--- src/rtl/scene_scheduler.sv ---
// -----------------------------------------------------------------------------
// scene_scheduler
//
// Frame-level sequencer between the LED driver's frame timing and a bank of
// 64x64 painters plus the panel framebuffer write port. On each accepted
// frame_start it scans all 4096 coordinates in raster order (x fastest),
// keeps frame/scene stable for the scan, and emits framebuffer write strobes
// delayed by the painter latency. At every frame boundary the active scene
// advances, either automatically after SCENE_FRAMES frames or on request
// from next_btn.
//
// Ports
//   clk, resetn          clock, synchronous active-low reset
//   frame_start          pulse from LED driver: paint next frame (IDLE only)
//   next_btn             debounced pulse: request scene advance
//   fb_ready             framebuffer accepts a new coordinate this cycle
//   frame                frame number to painters
//   scene                active painter select
//   x, y                 painter coordinates
//   pix_we, pix_x, pix_y framebuffer write strobe and address
//   busy                 high in SCAN, DRAIN, DONE
//   frame_done           one-cycle pulse in DONE
//   drop_count           saturating count of ignored frame_start pulses
// -----------------------------------------------------------------------------
module scene_scheduler #(
    parameter int FRAME_BITS    = 12,
    parameter int SCENES        = 4,
    parameter int SCENE_FRAMES  = 1024,
    parameter int PAINT_LATENCY = 1
) (
    input  logic                  clk,
    input  logic                  resetn,
    input  logic                  frame_start,
    input  logic                  next_btn,
    input  logic                  fb_ready,
    output logic [FRAME_BITS-1:0] frame,
    output logic [1:0]            scene,
    output logic [5:0]            x,
    output logic [5:0]            y,
    output logic                  pix_we,
    output logic [5:0]            pix_x,
    output logic [5:0]            pix_y,
    output logic                  busy,
    output logic                  frame_done,
    output logic [7:0]            drop_count
);

    localparam int FIS_W = (SCENE_FRAMES > 1) ? $clog2(SCENE_FRAMES) : 1;
    localparam logic [FIS_W-1:0] FIS_LAST   = FIS_W'(SCENE_FRAMES - 1);
    localparam logic [1:0]       SCENE_LAST = 2'(SCENES - 1);
    localparam logic [2:0]       DRAIN_LAST = 3'(PAINT_LATENCY - 1);

    typedef enum logic [1:0] {
        S_IDLE,
        S_SCAN,
        S_DRAIN,
        S_DONE
    } state_t;

    state_t                state_q, state_d;
    logic [5:0]            x_q, x_d;
    logic [5:0]            y_q, y_d;
    logic [FRAME_BITS-1:0] frame_q, frame_d;
    logic [1:0]            scene_q, scene_d;
    logic [FIS_W-1:0]      fis_q, fis_d;
    logic                  pend_q, pend_d;
    logic [7:0]            drop_q, drop_d;
    logic [2:0]            drain_q, drain_d;
    logic                  issue;
    logic                  step;

    // Write pipeline entries: {issue, x, y}
    logic [12:0] pipe_q [PAINT_LATENCY];
    logic [12:0] pipe_d [PAINT_LATENCY];

    always_comb begin
        state_d = state_q;
        x_d     = x_q;
        y_d     = y_q;
        frame_d = frame_q;
        scene_d = scene_q;
        fis_d   = fis_q;
        drain_d = drain_q;
        drop_d  = drop_q;
        issue   = 1'b0;
        step    = 1'b0;

        case (state_q)
            S_IDLE: begin
                if (frame_start) begin
                    state_d = S_SCAN;
                    x_d     = 6'd0;
                    y_d     = 6'd0;
                end
            end
            S_SCAN: begin
                if (fb_ready) begin
                    issue = 1'b1;
                    x_d   = x_q + 6'd1;
                    if (x_q == 6'd63) begin
                        y_d = y_q + 6'd1;
                    end
                    if (x_q == 6'd63 && y_q == 6'd63) begin
                        state_d = S_DRAIN;
                        drain_d = 3'd0;
                    end
                end
            end
            S_DRAIN: begin
                // Fixed length so the last issued coordinate reaches pix_we
                if (drain_q == DRAIN_LAST) begin
                    state_d = S_DONE;
                end else begin
                    drain_d = drain_q + 3'd1;
                end
            end
            S_DONE: begin
                state_d = S_IDLE;
                frame_d = frame_q + 1'b1;
                // Button and auto-advance collapse into a single step
                step    = pend_q || (fis_q == FIS_LAST);
                if (step) begin
                    scene_d = (scene_q == SCENE_LAST) ? 2'd0 : scene_q + 2'd1;
                    fis_d   = '0;
                end else begin
                    fis_d   = fis_q + 1'b1;
                end
            end
            default: state_d = S_IDLE;
        endcase

        // A press arriving in the DONE cycle survives into the next frame
        pend_d = (pend_q && !step) || next_btn;

        if (frame_start && state_q != S_IDLE && drop_q != 8'hFF) begin
            drop_d = drop_q + 8'd1;
        end
    end

    always_comb begin
        for (int i = 0; i < PAINT_LATENCY; i++) begin
            pipe_d[i] = (i == 0) ? {issue, x_q, y_q} : pipe_q[(i == 0) ? 0 : i - 1];
        end
    end

    always_ff @(posedge clk) begin
        if (!resetn) begin
            state_q <= S_IDLE;
            x_q     <= 6'd0;
            y_q     <= 6'd0;
            frame_q <= '0;
            scene_q <= 2'd0;
            fis_q   <= '0;
            pend_q  <= 1'b0;
            drop_q  <= 8'd0;
            drain_q <= 3'd0;
            for (int i = 0; i < PAINT_LATENCY; i++) begin
                pipe_q[i] <= '0;
            end
        end else begin
            state_q <= state_d;
            x_q     <= x_d;
            y_q     <= y_d;
            frame_q <= frame_d;
            scene_q <= scene_d;
            fis_q   <= fis_d;
            pend_q  <= pend_d;
            drop_q  <= drop_d;
            drain_q <= drain_d;
            for (int i = 0; i < PAINT_LATENCY; i++) begin
                pipe_q[i] <= pipe_d[i];
            end
        end
    end

    assign frame      = frame_q;
    assign scene      = scene_q;
    assign x          = x_q;
    assign y          = y_q;
    assign pix_we     = pipe_q[PAINT_LATENCY-1][12];
    assign pix_x      = pipe_q[PAINT_LATENCY-1][11:6];
    assign pix_y      = pipe_q[PAINT_LATENCY-1][5:0];
    assign busy       = (state_q != S_IDLE);
    assign frame_done = (state_q == S_DONE);
    assign drop_count = drop_q;

endmodule

--- config.mk ---
export PLATFORM = sky130hd
export DESIGN_NAME = scene_scheduler
export DESIGN_NICKNAME = d
export VERILOG_FILES = /design/src/rtl/scene_scheduler.sv
export SDC_FILE = /design/constraint.sdc
export NUM_CORES = 1
export LEC_CHECK = 0
export CORE_UTILIZATION = 55
export CTS_CLUSTER_SIZE = 14
export DETAILED_ROUTE_END_ITERATION = 10
export PLACE_DENSITY_LB_ADDON = 0.2
export SLEW_MARGIN = 20
export SYNTH_ARGS = -nofsm -noshare
export SYNTH_HDL_FRONTEND = slang
export SYNTH_SLANG_ARGS = --single-unit
export TNS_END_PERCENT = 20
--- constraint.sdc ---
create_clock -name clk -period 3.65 [get_ports clk]
set_input_delay 0.9125 -clock clk [delete_from_list [all_inputs] [get_ports clk]]
set_output_delay 0.9125 -clock clk [all_outputs]
set_load 0.02 [all_outputs]
==> flow_summary.yaml, run 1 <==
worst_setup_path:
  crit_path_cell_trace: "inv_1 -> ha_1 -> inv_1 -> clkdlybuf4s50_1"
  startpoint_type: "flip-flop"
  cp.required_ps: 2740
  critPathMaxStageDelay_ps: 600
  end_kind: "primary output"
  arrival_ps: 1810
  cp_top_family: "buffers and inverters"
  crit_top_cell: "inv_1"
  critPathSlowestCell: "clkdlybuf4s50_1"
  crit_fanout: 8
  crit_type: "flip-flop to primary output"
  critPathBufInv: 3
floorplan:
  die_h_um: 72.9
  num_rows: 25
  io_pins: 54
  die_area_sq_um: 5320
  initial_core_util: 0.578
  die_w_um: 72.9
  core_sq_um: 4790
grt:
  grt_pass1_wl_mm: 9.02
  grt_pass1_vias: 2121
  antenna_found_initial: 0
  gr-total-overflow: 0
  track_usage: 0.222
  grt_max_degree: 21
clock_tree:
  cts_tree: "yes"
  hold_buffers: 0
  ctsResizeCount: 0
  cts.htree.levels: 3
  clk_pin_slew_ps: 60
  cts_root_buffer: "clkbuf_8"
  cts_buffers: 9
  post_cts_buffers: 0
  clk_latency_ps: 330
  clock_sinks: 63
  cts.path.max_buffers: 2
sta:
  slew_headroom: 0.578
  finalSetupTns_ps: 0
  hold_violations: 0
  worst_pin_slew_ps: 632
  fin_crit_sh: 0.746
  setup_slack_ps: 928
  setup_viol_count_final: 0
  fin_crit_ps: 2720
  slew_viol_final: 0
  fmax_mhz: 367
  skew_ps: 4.29
  rsz0062_at_grt: "false"
logic_synthesis:
  synth.area.top_cells: "dfxtp_1 (46%), ha_1 (5.4%), nor2_1 (4.6%)"
  synth_area_leader_cell: "dfxtp_1"
  syn_inst: 309
  ys_seq_elements: 63
  ys_async_sr_fraction: 0
  ys.flop_type: "dfxtp_1"
  yosysSeqAreaShare: 0.456
  avgSynthCellArea_sq_um: 8.95
  ys_types: 41
  synth_edf_count: 0
  yosysMostFrequentCell: "dfxtp_1"
  netlist_area_sq_um: 2770
  syn_nets: 326
  synth_commonest_cells: "dfxtp_1 (63), nor2_1 (34), nand2_1 (29), o21ai_0 (15)"
  yosysWarnings: 0
  netlist.area_leader.share: 0.456
place:
  place_area_sq_um: 3360
  dpl_worst_slack_ps: 957
  io_buffers: 53
  dp.final_hpwl_mm: 3.74
  gp_congestion: 0.799
routing:
  wire_per_inst_um: 12.6
  vias: 2299
  antenna_left: 0
  drtIter0Drc: 161
  drt-total-wl_mm: 5.52
  drc: 0
  viasPerCell: 5.25
  drt_pass1_iterations: 4
finish:
  nets: 383
  fin_area_sq_um: 3550
  synthToLayoutAreaGrowth_pct: 28.4
  drive_gt1_frac: 0.0539
  antenna_cells: 0
  fillers: 355
pwr:
  peakVddDrop_mv: 0.286
  power.density_nw_per_um2: 483
  leakagePower_nw: 1.31
job:
  cap_viol_max_count: 0
worst_hold_path:
  worstHoldPathType: "flip-flop to flip-flop"
outcome:
  run_status: "completed"
[sequential cells by signal (all words and copies together), names as in the netlist]
| register | count |
|---|---|
| pipe_q | 13 |
| frame | 12 |
| fis_q | 10 |
| drop_count | 8 |
| x | 6 |
| y | 6 |
| drain_q | 3 |
| scene | 2 |
| state_q | 2 |
| pend_q | 1 |
[logic make-up after synthesis]
family          Yosys count  synth area share
buf+inv                  22            0.0312
flops                    63             0.456
xor+xnor                 25            0.0792
compound gates           42            0.0937
fa+ha+maj                12            0.0543
simple gates            136             0.252
mux                       9            0.0330
[where the power goes]
part,total (W),internal [W],switching (W)
logic,0.000395,0.000164,0.000230
registers,0.000747,0.000716,0.0000310
clock network,0.000573,0.000317,0.000256
total,0.00171,0.00120,0.000518
[worst min-delay path: stages (launching register included)]
cell,delay (ps)
dfxtp_1,320
nand2_1,60
mux2i_1,50
[final timing paths]
path / to / slack [ps] / cells after the start / start
max reg2reg: drain_q[2]$_SDFFE_PN0P_ / 1510 / 5 / x[0]$_SDFFE_PN0P_
max: busy / 930 / 4 / state_q[0]$_SDFFE_PN0P_
min: frame[11]$_SDFFE_PN0P_ / 470 / 2 / frame[11]$_SDFFE_PN0P_
min reg2reg: frame[11]$_SDFFE_PN0P_ / 470 / 2 / frame[11]$_SDFFE_PN0P_
[layer usage]
metal / share of wire / global-route usage
met5: 0 / 0
met2: 0.46 / 0.368
met1: 0.48 / 0.268
met4: 0.020 / 0.133
met3: 0.037 / 0.0428
[cell usage in the layout (no fill, tap or decap), types with 2 or more instances in the layout]
cell type        synthesis  routed
clkinv_2                 0       3
nand2b_1                 4       4
buf_4                    1       2
nand4b_1                 2       2
nor2b_1                  5       5
o21ai_0                 15      15
xor2_1                  14      14
nand4_1                 10      10
ha_1                    12      12
and4_1                   6       6
dfxtp_1                 63      63
a21oi_1                 10      10
o41a_1                   2       2
xnor2_1                 11      11
nor3_1                   5       5
clkbuf_8                 0      13
mux2i_1                  8       8
a31oi_1                  5       5
nor2_1                  34      34
nand3_1                 13      13
and3_1                   5       5
nand2_1                 29      29
or3_1                    3       3
o21a_1                   2       2
inv_1                   13      13
and2_1                  14      14
clkdlybuf4s50_1          0      53
[final cells by class]
| type | instances | area (sq um) | area share |
|---|---|---|---|
| clock inverter | 3 | 15.0 | 0.00423 |
| timing repair buffer | 55 | 546 | 0.154 |
| sequential | 63 | 1260 | 0.355 |
| tap | 67 | 83.8 | 0.0236 |
| multi-input combinational | 224 | 1420 | 0.399 |
| inverter | 13 | 48.8 | 0.0137 |
| clock buffer | 13 | 179 | 0.0504 |
[through the flow]
step,utilization,power [W],std cells,hold slack (ps)
after floorplan,-,0.00103,309,452
after detailed placement,0.701,0.00115,422,467
after global routing,0.742,0.00180,438,499
final,0.742,0.00171,438,474
after CTS,0.742,0.00173,438,477
after global placement,0.701,0.00114,422,457
(Power assumes the default switching activity.)
==> run 2: changes to the inputs <==
--- a/config.mk
+++ b/config.mk
@@ -5,7 +5,7 @@
 export SDC_FILE = /design/constraint.sdc
 export NUM_CORES = 1
 export LEC_CHECK = 0
-export CORE_UTILIZATION = 55
+export CORE_UTILIZATION = 46
 export CTS_CLUSTER_SIZE = 14
 export DETAILED_ROUTE_END_ITERATION = 10
 export PLACE_DENSITY_LB_ADDON = 0.2
==> constraint.sdc (replaced) <==
create_clock -name clk -period 2.5 [get_ports clk]
set_input_delay 0.625 -clock clk [delete_from_list [all_inputs] [get_ports clk]]
set_output_delay 0.625 -clock clk [all_outputs]
set_load 0.02 [all_outputs]
==> run 2 against run 1 <==
Net effect: via count up 1.4%; sequential cell count is the same; sequential power increased by 46%; register-to-register slack got worse by 1100 ps; clock power rose by 59%; count of clock-buffer cells in the layout stayed put; largest cell class unchanged.
==> flow_summary.yaml, run 2 (same netlist as run 1, synthesis figures left out) <==
place:
  gp_congestion: 0.771
  dp.final_hpwl_mm: 3.94
  io_buffers: 53
  placed_cells: 431
sta:
  rsz0062_at_grt: "false"
  hold_violations: 0
  fmax_mhz: 432
  skew_ps: 7.79
  worst_pin_slew_ps: 651
  hold_slack_ps: 480
  slew_viol_final: 0
  setup_viol_count_final: 0
  fin_crit_ps: 2310
  finalSetupTns_ps: 0
  fin_crit_sh: 0.926
  slew_headroom: 0.566
worst_setup_path:
  rr_worst_depth: 5
  crit_type: "flip-flop to primary output"
  reg2reg_slack_ps: 440
  startpoint_type: "flip-flop"
  end_kind: "primary output"
  r2r_end: "drain_q[2]$_SDFFE_PN0P_"
  cp.required_ps: 1880
  crit_fanout: 4
  arrival_ps: 1690
  timing.rr.start: "x[1]$_SDFFE_PN0P_"
pwr:
  power.density_nw_per_um2: 724
  combinationalPowerShare: 0.234
  peakVddDrop_mv: 0.455
  p_int_w: 0.00184
  switchingPower_w: 0.000767
  leakagePower_nw: 1.34
  clock_power_share: 0.350
  p_seq_frac: 0.417
  swShare: 0.294
floorplan:
  io_pins: 54
  core_sq_um: 5640
  num_rows: 27
  die_h_um: 79.5
  die_area_sq_um: 6330
  die_w_um: 79.5
  initial_core_util: 0.490
finish:
  largest_register_ffs: 13
  drive_gt1_frac: 0.0613
  synthToLayoutAreaGrowth_pct: 30.3
  final_cell_mix: "dfxtp_1 (63), clkdlybuf4s50_1 (53), nor2_1 (34)"
  final_common_cell: "dfxtp_1"
  final_cells: 447
  multi_input_area_sq_um: 1420
  fillers: 486
  nets: 387
  max_flop_register: "pipe_q"
  antenna_cells: 0
  seq_area_sq_um: 1260
routing:
  drtIter0Drc: 94
  drt-total-wl_mm: 5.59
  antenna_left: 0
  drt_pass1_iterations: 4
  vias: 2332
  wire_per_inst_um: 12.5
  viasPerCell: 5.22
  drc: 0
clock_tree:
  clk_latency_ps: 340
  post_cts_buffers: 0
  clock_sinks: 63
  cts_root_buffer: "clkbuf_8"
  hold_buffers: 0
  ctsResizeCount: 0
  cts_buffers: 9
  cts.path.max_buffers: 2
  cts_tree: "yes"
  clk_pin_slew_ps: 60
  cts.htree.levels: 3
worst_hold_path:
  min_to: "frame[11]$_SDFFE_PN0P_"
  worstHoldPathType: "flip-flop to flip-flop"
  hold_path_depth: 2
  min_from: "frame[11]$_SDFFE_PN0P_"
grt:
  grt_pass1_vias: 2164
  gr-total-overflow: 0
  grt_max_degree: 29
  grt_pass1_wl_mm: 9.52
  track_usage: 0.195
  antenna_found_initial: 0
outcome:
  run_status: "completed"
job:
  cap_viol_max_count: 0
[run 2: changes by cell type in the layout (fill, tap and decap cells not counted), sizes merged]
cell,before,now
bufinv,0,1
clkinv,3,2
buf,2,6
[run 2: final cells by class]
cell class,instances,share of cell area
multi-input combinational,224,0.394
sequential,63,0.350
inverter,13,0.0135
clock inverter,3,0.0111
timing repair buffer,59,0.160
clock buffer,13,0.0469
tap,72,0.0250
[run 2: how the worst max path moves through the flow]
stage,from,to,slack [ps],cells after the start
2_1_floorplan,x[0]$_SDFFE_PN0P_,drain_q[2]$_SDFFE_PN0P_,490,6
3_3_place_gp,fb_ready,drain_q[2]$_SDFFE_PN0P_,250,5
3_5_place_dp,fb_ready,drain_q[2]$_SDFFE_PN0P_,210,5
4_1_cts,state_q[0]$_SDFFE_PN0P_,busy,180,4
5_1_grt,state_q[0]$_SDFFE_PN0P_,busy,90,4
6_report,state_q[0]$_SDFFE_PN0P_,busy,190,4
[run 2: per-stage QoR]
step / total power [W] / utilization / area, sq um / worst slack, ps
CTS: 0.00263 / 0.639 / 3600 / 175
detailed placement: 0.00171 / 0.601 / 3390 / 210
global placement: 0.00171 / 0.601 / 3390 / 249
global route: 0.00275 / 0.639 / 3600 / 92.7
finish: 0.00261 / 0.639 / 3600 / 186
floorplan: 0.00151 / - / 2770 / 488
[run 2: routing by layer]
| layer | up-vias | wire [um] | track usage |
|---|---|---|---|
| li1 | 1189 | - | - |
| met1 | 1072 | 2640 | 0.238 |
| met2 | 56 | 2530 | 0.313 |
| met3 | 15 | 263 | 0.0434 |
| met4 | 0 | 148 | 0.116 |
| met5 | - | 0 | 0 |
[run 2: power groups by stage]
stage                     registers [W]  clock network [W]  logic [W]
after CTS                       0.00109           0.000932   0.000610
after global placement          0.00111                  0   0.000601
after detailed placement        0.00111                  0   0.000604
final                           0.00109           0.000913   0.000610
after global routing            0.00109           0.000974   0.000679
after floorplan                 0.00113                  0   0.000384
[run 2: worst max-delay path: stages, from the launching register on]
cell	delay, ps
dfxtp_1	390
inv_1	80
ha_1	220
inv_1	70
clkdlybuf4s50_1	590
==> run 3: changes to the inputs <==
--- a/config.mk
+++ b/config.mk
@@ -8,6 +8,7 @@
 export CORE_UTILIZATION = 46
 export CTS_CLUSTER_SIZE = 14
 export DETAILED_ROUTE_END_ITERATION = 10
+export GPL_ROUTABILITY_DRIVEN = 1
 export PLACE_DENSITY_LB_ADDON = 0.2
 export SLEW_MARGIN = 20
 export SYNTH_ARGS = -nofsm -noshare
==> results of run 3 <==
Same layout as run 2: the final DEF is identical, and so are final timing and power.
